**config.mk**
```make
export PLATFORM = sky130hd
export DESIGN_NAME = uart_rx_fifo_cfg
export DESIGN_NICKNAME = d
export VERILOG_FILES = /design/src/rtl/uart_rx_fifo_cfg.sv
export SDC_FILE = /design/constraint.sdc
export NUM_CORES = 1
export LEC_CHECK = 0
export CORE_MARGIN = 10
export CORE_UTILIZATION = 25
export DETAILED_ROUTE_END_ITERATION = 10
export SYNTH_ARGS = -nofsm -noshare
export SYNTH_HDL_FRONTEND = slang
export SYNTH_SLANG_ARGS = --single-unit
```
**constraint.sdc**
```tcl
create_clock -name clk -period 5.2 [get_ports clk]
set_input_delay 1.3 -clock clk [delete_from_list [all_inputs] [get_ports clk]]
set_output_delay 1.3 -clock clk [all_outputs]
set_load 0.01 [all_outputs]
```
**src/rtl/uart_rx_fifo_cfg.sv**
```systemverilog
// UART receiver with runtime baud/parity/stop configuration and a show-ahead RX FIFO.
// Each FIFO entry carries the character plus its parity and framing error tags.
module uart_rx_fifo_cfg #(
  parameter int DATA_W     = 8,
  parameter int BAUD_W     = 12,
  parameter int FIFO_DEPTH = 4
) (
  input  logic              clk,
  input  logic              rst_n,
  input  logic              RX,
  input  logic [BAUD_W-1:0] baud_div,
  input  logic [1:0]        parity,
  input  logic              two_stop,
  input  logic              rx_pop,
  input  logic              clr_ovr,
  output logic              rx_valid,
  output logic [DATA_W-1:0] rx_data,
  output logic              rx_perr,
  output logic              rx_ferr,
  output logic              overrun,
  output logic              busy
);

  localparam int PTR_W   = $clog2(FIFO_DEPTH);
  localparam int CNT_W   = PTR_W + 1;
  localparam int ENTRY_W = DATA_W + 2;

  typedef enum logic [2:0] {IDLE, START, DATA, PAR, STOP} state_t;

  state_t            state, next_state;
  logic              rx_meta, rx_s;
  logic [BAUD_W-1:0] baud_cnt, div_q;
  logic [1:0]        parity_q;
  logic              two_stop_q;
  logic [DATA_W-1:0] shift;
  logic [3:0]        bit_cnt;
  logic              stop_cnt;
  logic              perr, ferr;
  logic              sample, push, last_data, last_stop, par_en, start_go;

  logic [ENTRY_W-1:0] mem [FIFO_DEPTH];
  logic [PTR_W-1:0]   wr_ptr, rd_ptr;
  logic [CNT_W-1:0]   count;
  logic               full, do_pop, do_push;
  logic [ENTRY_W-1:0] head;

  // Preset to idle level so reset release never looks like a start bit.
  always_ff @(posedge clk or negedge rst_n) begin
    if (!rst_n) begin
      rx_meta <= 1'b1;
      rx_s    <= 1'b1;
    end else begin
      rx_meta <= RX;
      rx_s    <= rx_meta;
    end
  end

  always_ff @(posedge clk or negedge rst_n) begin
    if (!rst_n) state <= IDLE;
    else        state <= next_state;
  end

  always_comb begin
    next_state = state;
    push       = 1'b0;
    sample     = (state != IDLE) && (baud_cnt == '0);
    last_data  = (bit_cnt == 4'(DATA_W - 1));
    last_stop  = (stop_cnt == two_stop_q);
    par_en     = (parity_q == 2'b01) || (parity_q == 2'b10);
    case (state)
      IDLE:  if (!rx_s) next_state = START;
      START: if (sample) next_state = rx_s ? IDLE : DATA;
      DATA:  if (sample && last_data) next_state = par_en ? PAR : STOP;
      PAR:   if (sample) next_state = STOP;
      STOP:  if (sample && last_stop) begin
               push       = 1'b1;
               next_state = IDLE;
             end
      default: next_state = IDLE;
    endcase
    start_go = (state == IDLE) && (next_state == START);
  end

  // Config is captured at the start edge so mid-character changes wait a character.
  always_ff @(posedge clk or negedge rst_n) begin
    if (!rst_n) begin
      baud_cnt   <= '0;
      div_q      <= '0;
      parity_q   <= 2'b00;
      two_stop_q <= 1'b0;
      shift      <= '0;
      bit_cnt    <= '0;
      stop_cnt   <= 1'b0;
      perr       <= 1'b0;
      ferr       <= 1'b0;
    end else if (start_go) begin
      baud_cnt   <= baud_div >> 1;
      div_q      <= baud_div;
      parity_q   <= parity;
      two_stop_q <= two_stop;
      bit_cnt    <= '0;
      stop_cnt   <= 1'b0;
      perr       <= 1'b0;
      ferr       <= 1'b0;
    end else if (sample) begin
      baud_cnt <= div_q;
      case (state)
        DATA: begin
          shift   <= {rx_s, shift[DATA_W-1:1]};
          bit_cnt <= bit_cnt + 4'd1;
        end
        PAR:  perr <= ((^shift) ^ rx_s) != (parity_q == 2'b10);
        STOP: begin
          ferr     <= ferr | ~rx_s;
          stop_cnt <= 1'b1;
        end
        default: ;
      endcase
    end else if (state != IDLE) begin
      baud_cnt <= baud_cnt - 1'b1;
    end
  end

  assign full    = (count == CNT_W'(FIFO_DEPTH));
  assign do_pop  = rx_pop && (count != '0);
  assign do_push = push && (!full || do_pop);

  always_ff @(posedge clk) begin
    if (do_push) mem[wr_ptr] <= {perr, ferr | ~rx_s, shift};
  end

  // A full FIFO still accepts a push when the head leaves in the same cycle.
  always_ff @(posedge clk or negedge rst_n) begin
    if (!rst_n) begin
      wr_ptr  <= '0;
      rd_ptr  <= '0;
      count   <= '0;
      overrun <= 1'b0;
    end else begin
      if (do_push) wr_ptr <= wr_ptr + 1'b1;
      if (do_pop)  rd_ptr <= rd_ptr + 1'b1;
      case ({do_push, do_pop})
        2'b10:   count <= count + 1'b1;
        2'b01:   count <= count - 1'b1;
        default: count <= count;
      endcase
      if (push && full && !do_pop) overrun <= 1'b1;
      else if (clr_ovr)            overrun <= 1'b0;
    end
  end

  assign head     = mem[rd_ptr];
  assign rx_valid = (count != '0);
  assign rx_data  = rx_valid ? head[DATA_W-1:0] : '0;
  assign rx_ferr  = rx_valid ? head[DATA_W] : 1'b0;
  assign rx_perr  = rx_valid ? head[DATA_W+1] : 1'b0;
  assign busy     = (state != IDLE);

endmodule

```
Word level (Yosys, flattened, before mapping)
Memory sizes are Yosys's and may differ from the RTL's.
Cells that the tools add are included.
{"block": "totals", "reg_bits": 55, "ramBits": 40, "memories": 1}
{"block": "op_classes", "n_addsub": 6, "n_eq_ne": 13, "n_mux": 33, "bitwise": 4, "reduce_logical": 28}
{"memory": "mem", "depth": 4, "width": 10, "rd": 1, "rd_ports_with_merged_regs": 0, "wr": 1, "line_no": "41", "text": "logic [ENTRY_W-1:0] mem [FIFO_DEPTH];"}
{"cell": "2-to-1 mux 12 bit", "n": 3}
{"cell": "2-to-1 mux 3 bit", "n": 6}
{"cell": "2-to-1 mux 1 bit", "n": 17}
{"cell": "case mux 3 bit (5 select lines)", "n": 1}
{"cell": "zero test 12 bit", "n": 1}
{"cell": "2-to-1 mux 4 bit", "n": 3}
{"cell": "nonzero test 2 bit", "n": 6}
{"cell": "subtractor 12 x 1 -> 12 bit, second input constant", "n": 1}
{"cell": "nonzero test 3 bit", "n": 3}
{"cell": "logical AND 1 bit", "n": 8}
{"cell": "2-to-1 mux 8 bit", "n": 1}
{"cell": "parity 8 bit", "n": 1}
{"cell": "== test 3 x 1 -> 1 bit, second input constant", "n": 2}
{"cell": "== test 3 x 2 -> 1 bit, second input constant", "n": 2}
{"cell": "== test 3 bit, second input constant", "n": 2}
{"cell": "case mux 3 bit (2 select lines)", "n": 1}
{"cell": "AND reduction 2 bit", "n": 3}
{"cell": "adder 2 x 1 -> 2 bit, second input constant", "n": 2}
{"cell": "adder 4 x 1 -> 4 bit, second input constant", "n": 1}
{"cell": "== test 2 x 1 -> 1 bit, second input constant", "n": 2}
{"cell": "== test 2 bit, second input constant", "n": 2}
{"cell": "== test 4 x 3 -> 1 bit, second input constant", "n": 1}
{"cell": "adder 3 x 1 -> 3 bit, second input constant", "n": 1}
{"cell": "zero test 3 bit", "n": 1}
{"cell": "10 further kinds", "n": 13}

Depth between registers and ports, before layout
{"block": "logic_depth", "word_depth": 9, "depth_mapped": 10}

Least setup slack after synthesis
OpenSTA, ideal clock, no wires.
{"block": "synth_path", "path_kind": "flip-flop to output port", "start": "register rd_ptr[0]", "end": "output rx_data[0]", "arrival_time_ns": 1.374, "slack_ns": 2.526, "stages_incl_launch_ff": 4, "path_buffers": 1, "path_cell_list": "dfrtp_1 > buf_2 > mux4_2 > and2_1"}
{"block": "synth_via", "elab_chain_len": 2}
{"item": "from (decl)", "line_no": "42", "text": "logic [PTR_W-1:0] wr_ptr, rd_ptr;"}
{"item": "from (signal assigned)", "line_no": "141", "text": "if (do_pop) rd_ptr <= rd_ptr + 1'b1;"}
{"item": "memory (4 x 10 bit)"}
{"item": "2-to-1 mux 8 bit", "line_no": "154", "text": "assign rx_data = rx_valid ? head[DATA_W-1:0] : '0;"}
{"item": "to (decl)", "line_no": "17", "text": "output logic [DATA_W-1:0] rx_data,"}
Every way passes these cells.

Worst setup path after layout
Same ends and word-level chain as after synthesis.

==> impl_summary.txt <==
----------------------------------------------------
[CTS]
  CTS tree ... done
  Clock slew seen by the registers of the worst setup and hold paths ... 0.07 ns
  Number of buffers inserted during clock tree synthesis ... 9
  Later-pin clock latency in the skew report ... 0.34 ns
  Quantity of hold-fixing buffers added after cts ... 0
  Sink count of the clock tree ... 95
  CTS-repair resized insts ... 0
  Max clock buf depth ... 2
  H-tree levels ... 3
  Clock root buffer master ... sky130_fd_sc_hd__clkbuf_16
  Post CTS Setup Buffer Count ... 0

[Power]
  Peak ir drop on the vdd network ... 0.197 mV
  Ratio of total power to cell area ... 410 mW/mm²
  Static leakage ... 2.11 nW

[Synthesis]
  Portion of synthesized cell area occupied by the leading cell type ... 0.302
  Top cells by area in the synthesized netlist ... sky130_fd_sc_hd__dfrtp_1 30%, sky130_fd_sc_hd__edfxtp_1 27%, sky130_fd_sc_hd__mux4_2 5.1%, sky130_fd_sc_hd__nand2_1 5.0%, sky130_fd_sc_hd__xnor2_1 2.6%
  Biggest area consumer among synthesized cells ... sky130_fd_sc_hd__dfrtp_1
  Post-Synthesis Net Count ... 389
  Fraction of synthesis flops using an asynchronous set or reset pin ... 0.579
  Number of standard cells after synthesis ... 361
  Sequential-to-total area share from yosys stat ... 0.587
  Number of distinct library cells after synthesis ... 53
  Warnings from Yosys ... 0
  Synthesized flop and latch total ... 95
  Ys flop type ... sky130_fd_sc_hd__dfrtp_1
  Synthesized cell area ... 0.00439 mm²
  Mean area per synthesized cell ... 12.2 µm²
  Post-synth EDFFs ... 40

[Layout]
  Antenna Cells ... 0
  Share of layout cells above drive strength 1 ... 0.124
  Most frequent standard cell in the layout excluding fill and tap cells ... sky130_fd_sc_hd__nand2_1
  Footprint of the flip-flops and latches ... 0.00258 mm²
  Most frequent cells in the layout ... 58 x sky130_fd_sc_hd__nand2_1, 53 x sky130_fd_sc_hd__dfrtp_1, 40 x sky130_fd_sc_hd__edfxtp_1
  Multi-input gate area in the final layout ... 0.00169 mm²
  Final cell area excluding filler cells ... 0.00523 mm²
  Number of nets in the final layout ... 419
  Synth-to-layout area growth ... 18.9%
  Number of fillers in the final layout ... 1728

[Timing]
  Relative max-transition margin ... 0.507
  Top achievable clock speed ... 275 MHz
  Final worst-path setup slack ... 1.56 ns
  Max-slew violation count ... 0
  Unrepaired setup endpoints after global routing ... false
  Final worst path period share ... 0.699
  Summed negative setup slack over all endpoints ... 0 ns
  Clock period minus worst slack ... 3.64 ns
  Worst Hold Slack ... 0.357 ns
  Final Skew ... 0.00651 ns
  Number of setup violations in the final report ... 0
  Final number of hold-violating endpoints ... 0
  Slew @ Worst Pin ... 0.736 ns

[Critical path]
  Critical path class ... register to output pin
  Arrival time of the worst setup path ... 2.34 ns
  Worst Setup SP ... rd_ptr[0]
  Nature of the critical path startpoint ... register
  Nature of the critical path endpoint ... output pin
  FF-to-FF setup slack ... 2.09 ns
  Crit Path Max Fanout ... 12
  Required time reported for the critical path endpoint ... 3.90 ns
  Cell at the slowest stage of the critical path ... sky130_fd_sc_hd__dfrtp_1
  Maximum single-stage delay on the critical path ... 0.77 ns
  Chain of cells forming the critical path ... mux4_2, and2_1, clkdlybuf4s50_1
  Worst reg2reg path startpoint ... baud_cnt[0]

[GRT]
  Final global-route overflow total ... 0
  First-pass GRT wire length ... 15100 µm
  Pin count of the biggest net entering global routing ... 56
  Number of antenna violations at the first check in global routing ... 0
  GR Util All Layers ... 0.0778
  Via count of the first global-routing pass ... 2924

[Floorplan]
  Horiz. Die Dim ... 153 µm
  Die outline area ... 0.0233 mm²
  Initial Utilization ... 0.255
  Height of the chip ... 153 µm
  Boundary Pins ... 33
  Core region area ... 0.0172 mm²
  Number of core rows ... 48

[Routing]
  Violation count after the first detailed-route iteration ... 175
  Residual antenna-violating net count after detailed routing ... 0
  Post-detailed-route via-to-cell ratio ... 4.49
  Drt pass-1 iters ... 5
  Wire length per cell ... 14.2 µm
  Number of vias in the routed layout ... 2787
  Routed WL ... 8830 µm
  DRC viols ... 0

[Place]
  Number of port buffers ... 32
  Final GP Congestion ... 0.750
  Pre-CTS setup slack ... 1.88 ns
  Cell Area, Placed ... 0.00494 mm²
  Post-DP HPWL ... 6200 µm

[Worst hold path]
  Worst min-delay path class ... register to register
  Hold path startpoint ... rx_meta

[Flow run]
  Number of max-cap violations ... 0

[Outcome]
  Run status ... finished, final reports clean

----------------------------------------------------
synthesized netlist by cell type, types with 2 or more instances:
master	n
sky130_fd_sc_hd__or3_1	5
sky130_fd_sc_hd__nor4_1	3
sky130_fd_sc_hd__clkbuf_1	11
sky130_fd_sc_hd__o211ai_1	3
sky130_fd_sc_hd__o311ai_0	4
sky130_fd_sc_hd__nor3_1	10
sky130_fd_sc_hd__nand3_1	9
sky130_fd_sc_hd__or4_1	2
sky130_fd_sc_hd__nand4_1	2
sky130_fd_sc_hd__edfxtp_1	40
sky130_fd_sc_hd__a211oi_1	3
sky130_fd_sc_hd__and2_1	15
sky130_fd_sc_hd__nor2_1	18
sky130_fd_sc_hd__o31ai_1	2
sky130_fd_sc_hd__o22ai_1	3
sky130_fd_sc_hd__nor3b_1	2
sky130_fd_sc_hd__mux4_2	10
sky130_fd_sc_hd__a21o_1	2
sky130_fd_sc_hd__a31oi_1	2
sky130_fd_sc_hd__or3b_2	2
sky130_fd_sc_hd__buf_2	2
sky130_fd_sc_hd__dfrtp_1	53
sky130_fd_sc_hd__xor2_1	3
sky130_fd_sc_hd__mux2i_1	9
sky130_fd_sc_hd__ha_1	7
sky130_fd_sc_hd__inv_1	11
sky130_fd_sc_hd__mux2_2	8
sky130_fd_sc_hd__a21oi_1	11
sky130_fd_sc_hd__dfstp_2	2
sky130_fd_sc_hd__o21ai_0	14
sky130_fd_sc_hd__nand2_1	58
sky130_fd_sc_hd__xnor2_1	13
sky130_fd_sc_hd__nand2b_1	2
flip-flops by register name (all words and copies together), names as in the netlist, 2 cells and up:
register  cells
shift         8
bit_cnt       4
count         3
baud_cnt     12
div_q        12
parity_q      2
mem          40
state         3
rd_ptr        2
wr_ptr        2
report_power, final:
group	internal (mW)	leakage, nW	switching [mW]
clock	0.334	0.141	0.296
combinational	0.252	0.855	0.215
sequential	0.885	1.11	0.160
total	1.47	2.11	0.670
cell type report:
type	count	share of cell area
inverter	11	0.00790
timing repair buffer	36	0.0661
tap	225	0.0539
multi-input combinational	238	0.324
clock buffer	9	0.0431
sequential	95	0.494
clock inverter	7	0.0113
per-stage QoR:
step,util,total power [mW],instances
after floorplan,-,1.38,361
after global placement,0.287,1.51,605
after detailed placement,0.287,1.53,605
after CTS,0.303,2.17,621
after global routing,0.303,2.28,621
final,0.303,2.14,621
worst max-delay path: cells and delay by family (launching register included):
family / cells / cell delay, ns
buffers and inverters: 1 / 0.47
and+or+nand+nor: 1 / 0.17
DFF: 1 / 0.77
muxes: 1 / 0.58
logic make-up (layout without fill, tap and decap cells):
family / count (synthesis) / count (layout) / synth area share
AOI/OAI and AO/OA: 48 / 48 / 0.0689
muxes: 28 / 28 / 0.0948
buffers and inverters: 28 / 63 / 0.0273
DFF: 95 / 95 / 0.587
adders and majority gates: 8 / 8 / 0.0245
and+or+nand+nor: 137 / 137 / 0.160
xor gates and xnor gates: 17 / 17 / 0.0370
worst paths after layout:
kind	depth (start not counted)	end
setup reg to reg	7	mem[0][6]
hold / removal	0	rx_s
hold reg to reg	0	rx_s
setup / recovery	3	rx_data[0]
max in group asynchronous	2	baud_cnt[5]
min in group asynchronous	2	div_q[7]
routing by layer:
layer	global-route usage	vias up	part of all wire
met5	0	-	0
met4	0.0241	0	0.012
met3	0.0265	8	0.052
met2	0.122	66	0.48
met1	0.0986	1358	0.46
li1	-	1355	-
Note: power is estimated with default switching activity, not from simulation.
